### config.mk
export PLATFORM = sky130hd
export DESIGN_NAME = imem_arbiter
export DESIGN_NICKNAME = d
export VERILOG_FILES = /design/src/rtl/imem_arbiter.sv
export SDC_FILE = /design/constraint.sdc
export NUM_CORES = 1
export LEC_CHECK = 0
export CAP_MARGIN = 15
export CORE_ASPECT_RATIO = 1.2
export CORE_MARGIN = 5
export CORE_UTILIZATION = 42
export CTS_CLUSTER_DIAMETER = 200
export CTS_CLUSTER_SIZE = 28
export DETAILED_ROUTE_END_ITERATION = 8
export HOLD_SLACK_MARGIN = 0.06
export PLACE_DENSITY = 0.87
export SLEW_MARGIN = 20
export SYNTH_ARGS = -nofsm -noshare
export SYNTH_HDL_FRONTEND = slang
export SYNTH_SLANG_ARGS = --single-unit
### constraint.sdc
create_clock -name clk -period 2.4 [get_ports clk]
set_input_delay 0.48 -clock clk [delete_from_list [all_inputs] [get_ports clk]]
set_output_delay 0.48 -clock clk [all_outputs]
set_load 0.005 [all_outputs]
### src/rtl/imem_arbiter.sv
// imem_arbiter: shares one combinational instruction memory between fetch (port 0) and debug/loader (port 1).
// Optional build macro IMEM_ARB_MISALIGN_EN adds p0_rsp_err/p1_rsp_err for addresses with addr[1:0] != 0.
module imem_arbiter #(
  parameter int XLEN       = 32,
  parameter int STARVE_MAX = 4
) (
  input  logic            clk,
  input  logic            reset_n,
  input  logic            flush,
  input  logic            p0_req_valid,
  output logic            p0_req_ready,
  input  logic [XLEN-1:0] p0_req_addr,
  output logic            p0_rsp_valid,
  input  logic            p0_rsp_ready,
  output logic [31:0]     p0_rsp_data,
  input  logic            p1_req_valid,
  output logic            p1_req_ready,
  input  logic [XLEN-1:0] p1_req_addr,
  output logic            p1_rsp_valid,
  input  logic            p1_rsp_ready,
  output logic [31:0]     p1_rsp_data,
`ifdef IMEM_ARB_MISALIGN_EN
  output logic            p0_rsp_err,
  output logic            p1_rsp_err,
`endif
  output logic [XLEN-1:0] mem_addr,
  input  logic [31:0]     mem_rdata
);

  typedef enum logic [1:0] {IDLE, READ, RESP} state_t;

  localparam logic [3:0] STARVE_LIM = 4'(STARVE_MAX);

  state_t          state_q;
  logic            owner_q;
  logic [3:0]      starve_q;

  logic            owner_rsp_ready;
  logic            flush_kill;
  logic            grant_open;
  logic            p0_pick;
  logic            p1_pick;
  logic            accept;
  logic            win;
  logic [XLEN-1:0] win_addr;
  logic [31:0]     rd_word;

`ifdef IMEM_ARB_MISALIGN_EN
  logic            mis_q;
`endif

  always_comb begin
    owner_rsp_ready = owner_q ? p1_rsp_ready : p0_rsp_ready;
    // A flush only cancels a fetch-port access that is still in flight.
    flush_kill      = flush && !owner_q && (state_q == READ || state_q == RESP);
    grant_open      = reset_n && !flush_kill &&
                      (state_q == IDLE || (state_q == RESP && owner_rsp_ready));
    p1_pick         = p1_req_valid && (!p0_req_valid || starve_q == STARVE_LIM);
    p0_pick         = p0_req_valid && !p1_pick;
    p0_req_ready    = grant_open && p0_pick;
    p1_req_ready    = grant_open && p1_pick;
    accept          = p0_req_ready || p1_req_ready;
    win             = p1_req_ready;
    win_addr        = p1_req_ready ? p1_req_addr : p0_req_addr;
`ifdef IMEM_ARB_MISALIGN_EN
    rd_word         = mis_q ? '0 : mem_rdata;
`else
    rd_word         = mem_rdata;
`endif
  end

  always_ff @(posedge clk or negedge reset_n) begin
    if (!reset_n) begin
      state_q      <= IDLE;
      owner_q      <= 1'b0;
      starve_q     <= '0;
      mem_addr     <= '0;
      p0_rsp_valid <= 1'b0;
      p1_rsp_valid <= 1'b0;
      p0_rsp_data  <= '0;
      p1_rsp_data  <= '0;
`ifdef IMEM_ARB_MISALIGN_EN
      mis_q        <= 1'b0;
      p0_rsp_err   <= 1'b0;
      p1_rsp_err   <= 1'b0;
`endif
    end else begin
      if (!p1_req_valid || p1_req_ready) begin
        starve_q <= '0;
      end else if (p0_req_ready && starve_q != STARVE_LIM) begin
        starve_q <= starve_q + 4'd1;
      end

      // Accepts only happen in IDLE or on a completing RESP, so the load is shared.
      if (accept) begin
        mem_addr <= win_addr;
        owner_q  <= win;
`ifdef IMEM_ARB_MISALIGN_EN
        mis_q    <= (win_addr[1:0] != 2'b00);
`endif
      end

      case (state_q)
        IDLE: begin
          if (accept) state_q <= READ;
        end
        READ: begin
          if (flush_kill) begin
            state_q <= IDLE;
          end else begin
            state_q <= RESP;
            if (owner_q) begin
              p1_rsp_valid <= 1'b1;
              p1_rsp_data  <= rd_word;
`ifdef IMEM_ARB_MISALIGN_EN
              p1_rsp_err   <= mis_q;
`endif
            end else begin
              p0_rsp_valid <= 1'b1;
              p0_rsp_data  <= rd_word;
`ifdef IMEM_ARB_MISALIGN_EN
              p0_rsp_err   <= mis_q;
`endif
            end
          end
        end
        RESP: begin
          if (flush_kill) begin
            state_q      <= IDLE;
            p0_rsp_valid <= 1'b0;
`ifdef IMEM_ARB_MISALIGN_EN
            p0_rsp_err   <= 1'b0;
`endif
          end else if (owner_rsp_ready) begin
            state_q <= accept ? READ : IDLE;
            if (owner_q) begin
              p1_rsp_valid <= 1'b0;
`ifdef IMEM_ARB_MISALIGN_EN
              p1_rsp_err   <= 1'b0;
`endif
            end else begin
              p0_rsp_valid <= 1'b0;
`ifdef IMEM_ARB_MISALIGN_EN
              p0_rsp_err   <= 1'b0;
`endif
            end
          end
        end
        default: state_q <= IDLE;
      endcase
    end
  end

endmodule

## Word level (Yosys, flattened, before mapping)

Cells that the tools add are included.

| word-level totals | value |
|---|---|
| register bits after elaboration | 105 |
| latch bits | 0 |
| RAM bits | 0 |
| bits in read-only memories | 0 |
| bits of input ports | 103 |
| output and inout port bits | 100 |
| logic and storage cells | 74 |
| memories | 0 |

| operators by class | value |
|---|---|
| $add $sub $neg | 1 |
| multipliers | 0 |
| div/mod/pow operators | 0 |
| order comparisons | 0 |
| equality and inequality tests | 13 |
| shift operators | 0 |
| muxes and demuxes | 22 |
| bitwise logic cells | 2 |
| reduce and logical (&&, ||, !) cells | 28 |

Operator list:

| cell | number |
|---|---|
| two-way mux 32 bit | 1 |
| != test 2 bit, second input constant | 7 |
| two-way mux 1 bit | 12 |
| logical AND 1 bit | 10 |
| two-way mux 2 bit | 4 |
| two-way mux 4 bit | 2 |
| != test 3 bit, second input constant | 2 |
| one-hot mux 2 bit (3 select lines) | 1 |
| AND reduction 3 bit | 2 |
| AND reduction 6 bit | 1 |
| logical NOT 1 bit | 5 |
| logical OR 1 bit | 5 |
| AND reduction 5 bit | 1 |
| adder 4 x 1 -> 4 bit, second input constant | 1 |
| equality test 4 x 3 -> 1 bit, second input constant | 1 |
| != test 4 x 3 -> 1 bit, second input constant | 1 |
| one-hot mux 1 bit (2 select lines) | 2 |
| nonzero test 2 bit | 2 |
| equality test 2 x 1 -> 1 bit, second input constant | 1 |
| equality test 2 bit, second input constant | 1 |
| logical NOT 2 bit | 1 |
| NOT 1 bit | 2 |
| AND reduction 2 bit | 1 |

## Logic depth before layout (Yosys ltp)

| logic depth | value |
|---|---|
| depth in word-level cells | 12 |
| mapped depth | 9 |
| depth with buffers taken out | 7 |

## Worst setup path before layout

OpenSTA, ideal clock, no wires.

| path | value |
|---|---|
| path type | reg-to-reg |
| start point | register state_q[0] |
| end point | register mem_addr[26] |
| library setup time | 0.119 ns |
| arrival | 2.076 ns |
| data required time | 2.281 ns |
| setup slack | 0.205 ns |
| cell stages (with the launch flop) | 10 |
| path buffers | 3 |
| clock period less this slack | 2.195 ns |
| path through | dfrtp_1 inv_1 ha_1 and3b_1 buf_6 a211o_1 buf_4 buf_2 o32a_1 o21a_1 |

| on the way | value |
|---|---|
| word-level cells in the longest chain between the ends | 8 |
| elaborated cells on any way between the ends | 14 |
| classes of those cells | eq/ne: 2; mux: 1; reduce/logical: 11 |

RTL lines:

| item | line | source |
|---|---|---|
| start: declaration | 34 | `state_t state_q;` |
| start signal: assignment | 135 | `state_q <= accept ? READ : IDLE;` |
| equality test 2 x 1 -> 1 bit / equality test 2 bit (equally long branches) | 55, 57 |  |
| logical OR 1 bit | 55 | `flush_kill = flush && !owner_q && (state_q == READ \|\| state_q == RESP);` |
| logical AND 1 bit | 55 |  |
| logical NOT 1 bit | 56 | `grant_open = reset_n && !flush_kill &&` |
| logical AND 1 bit | 56 |  |
| logical AND 1 bit (*) | 56 |  |
| logical AND 1 bit (on tied branches) | 61, 60 |  |
| two-way mux 32 bit / logical OR 1 bit (equally long branches) | 64, 62 |  |
| end signal: assignment | 96 | `mem_addr <= win_addr;` |
| end: declaration | 26 | `output logic [XLEN-1:0] mem_addr,` |

Every way passes the cells marked *; elsewhere a longest branch is shown, timed or not.
A chain may end at the register's enable or synchronous reset.

## Worst setup path after layout

| path | value |
|---|---|
| start point | register state_q[0] |
| end point | output p0_req_ready |

| on the way | value |
|---|---|
| word-level cells in the longest chain between the ends | 7 |
| elaborated cells on any way between the ends | 11 |
| classes of those cells | eq/ne: 2; reduce/logical: 9 |

RTL lines:

| item | line | source |
|---|---|---|
| equality test 2 x 1 -> 1 bit / equality test 2 bit (equally long branches) | 55, 57 |  |
| logical OR 1 bit | 55 |  |
| logical AND 1 bit | 55 |  |
| logical NOT 1 bit | 56 |  |
| logical AND 1 bit | 56 |  |
| logical AND 1 bit (*) | 56 |  |
| logical AND 1 bit (*) | 60 | `p0_req_ready = grant_open && p0_pick;` |
| end: declaration | 11 | `output logic p0_req_ready,` |

Marked as above.

==> flow_summary.ini <==
[yosys]
synthSimpleGateAreaFrac_pct = 2.89
synth_compound_area_share_pct = 17.2
syn_area_per_cell_sq_um = 13.8
synth_top_family_by_area = compound AO/OA/AOI/OAI gates
synth.distinct_cells = 34
synthMuxAreaShare_pct = 16.2
synth_xor_xnor_area_share_pct = 0
yosys_warnings = 0
synth_fa_ha_area_share_pct = 1.68
synthesis.instances = 324
seq_area_frac_synth_pct = 58.9
ys_ff_latch = 105
syn-cell-area_sq_um = 4460
synth_nets = 433

[clock_network]
htreeDepth = 3
cts.sinks = 105
root_buffer = clkbuf_16
cts_buffer_depth = 2
clk_pin_slew_worst_paths_ns = 0.07
cts_tree = built
cts_buffers = 9
holdBufCountCts = 0
clkLatencyLatePin_ns = 0.34

[routing]
drcViolationCount = 0
num_vias = 3611
postRouteWirelength_um = 12800
viasPerCell = 5.28
drtPass1Iterations = 4
drtIter0Drc = 75
wl_per_cell_um = 18.7
final_antenna_net_count = 0

[final_layout]
final_cell_mix = clkdlybuf4s50_1 (199), dfrtp_1 (105), mux2_1 (64)
syn_to_final_growth_pct = 60.9
finish.instance_area_sq_um = 7180
nFillCells = 743
final_nets = 659
multiInputGateArea_sq_um = 1740
seq_area_sq_um = 2630
fin_cells = 684
drive_gt1_share_pct = 12.3
layout_commonest_cell = clkdlybuf4s50_1
antenna_cells = 0

[power]
peakVddDrop_v = 0.000580
power.static_leakage_nw = 2.91
power_density_nw_per_um2 = 1220
finalPower_mw = 8.77

[sta]
tns_ns = 0
rsz0062_at_grt = true
timing.final.crit_period_ns = 2.38
slew_violations = 0
max_clock_freq_mhz = 420
setup_viol = 0
fin_worst_skew_ns = 0.00686
max_slew_margin_pct = 40.4
fin_crit_sh_pct = 99.2
hold_viol = 0
worst_slew_pin_slew_ns = 0.894

[global_route]
grt_max_degree = 72
gr-usage-all-layers_pct = 20.2
grt_first_pass_wirelength_um = 20400
grt-ovfl-total = 0
antenna_found_initial = 0
grt_pass1_vias = 3996

[setup_path]
worstSetupPathType = flop to output port
cp_max_fo = 2
reg2reg_from = state_q[0]
slowest_stage = dfrtp_1
path_cells = inv_2, ha_4, and3b_2, a211oi_2, buf_4, buf_6, nand3_4, inv_2, buf_6
cp-end-kind = output port
cp-start-kind = flop
critical_path_required_ns = 1.92
slowest_delay_ns = 0.39
cp-startpoint = state_q[0]
critPathArrivalTime_ns = 1.90

[die]
floorplan.initialDensity_pct = 42.6
rows = 41
chipWidth_um = 104
core_sq_um = 10500
die_area_sq_um = 12800
ioPinCount = 203
fp.dieH_um = 123

[status]
status = complete, no violations

[run]
maxCapViolCount = 0

[placed_design]
hpwl_um = 9660
placed_area_sq_um = 6820
gp_congestion = 0.817
io_buffers = 202
placed_cells = 663

[hold_path]
worstHoldPathType = primary input to asynchronous set/reset pin
stage by stage:
stage / hold slack, ns / utilization (%) / setup WS (ns)
finish: 0.199 / 68.6 / 0.0190
CTS: 0.215 / 68.2 / 0.0277
detailed placement: 0.481 / 65.1 / -0.251
global route: 0.231 / 68.6 / -0.0801
global placement: 0.472 / 65.1 / -0.227
floorplan: 0.184 / - / 0.205
cells in the mapped netlist:
cell type,count,share of area (%)
a211oi_1,2,0.34
a211oi_2,2,0.56
o21ai_0,4,0.45
a211o_1,1,0.20
and3_1,1,0.14
a22oi_1,1,0.17
a21oi_1,5,0.56
o21ai_1,7,0.79
ha_1,6,1.7
buf_4,1,0.17
inv_1,8,0.67
nand2b_1,2,0.28
mux2_1,64,16
nor2b_1,1,0.14
a2111oi_2,1,0.34
nor2_1,2,0.17
o41ai_1,2,0.39
a31oi_1,1,0.14
nand2_1,8,0.67
buf_2,5,0.56
a31o_2,1,0.20
clkbuf_1,10,0.84
o21a_1,35,5.9
nand4b_1,1,0.20
or3_1,2,0.28
and3b_1,2,0.39
buf_6,2,0.51
buf_1,3,0.25
o32a_1,31,7.0
nand3_1,4,0.45
inv_2,2,0.17
dfrtp_1,105,59
a2bb2oi_1,1,0.20
nand3b_1,1,0.17
cells by family after synthesis:
group	count (synthesis)
buffers and inverters	31
adder cells (fa/ha/maj)	6
AND/OR/NAND/NOR	24
multiplexers	64
AO/OA/AOI/OAI	94
flip-flops	105
state kept, by name, indices dropped and copies added (netlist names):
| signal | count |
|---|---|
| owner_q | 1 |
| p0_rsp_valid | 1 |
| p0_rsp_data | 32 |
| starve_q | 4 |
| state_q | 2 |
| p1_rsp_data | 32 |
| p1_rsp_valid | 1 |
| mem_addr | 32 |
critical path: cells and delay by family (launching register included):
kind / cells / cell delay [ns]
buf+inv: 5 / 0.49
flops: 1 / 0.39
simple gates: 2 / 0.29
fa+ha+maj: 1 / 0.20
compound gates: 1 / 0.19
path summary, 6_finish.rpt:
path | slack, ns | depth (start not counted) | to
worst max-delay path | 0.02 | 9 | p0_req_ready
worst min register to register | 0.49 | 1 | p1_rsp_data[17]
worst max register to register | 0.21 | 11 | state_q[0]
worst min-delay path | 0.20 | 2 | state_q[1]
max in group asynchronous | 0.92 | 3 | p1_rsp_data[20]
min in group clk | 0.49 | 1 | p1_rsp_data[17]
cell type report:
| class | count | share of cell area, % |
|---|---|---|
| multi-input combinational | 188 | 24.2 |
| clock buffer | 9 | 3.14 |
| inverter | 10 | 0.523 |
| tap | 129 | 2.25 |
| clock inverter | 7 | 0.767 |
| sequential | 105 | 36.6 |
| timing repair buffer | 236 | 32.5 |
report_power, final:
part	internal, mW	switching (mW)
clock	0.712	0.663
combinational	2.78	1.50
sequential	2.64	0.470
total	6.14	2.63
layer usage:
metal / up-vias / track usage, % / wire length (um)
li1: 1673 / - / -
met1: 1742 / 23.3 / 5010
met2: 181 / 32.9 / 6080
met3: 15 / 8.94 / 1430
met4: 0 / 8.34 / 244
met5: - / 0 / 0
timing repair:
action                                  CTS  global route
pin swaps                                 3             2
endpoints found under the setup margin    2             2
setup buffers                             4             1
resized for setup                        15             6
cloned                                    0             0
(Power assumes the default switching activity.)
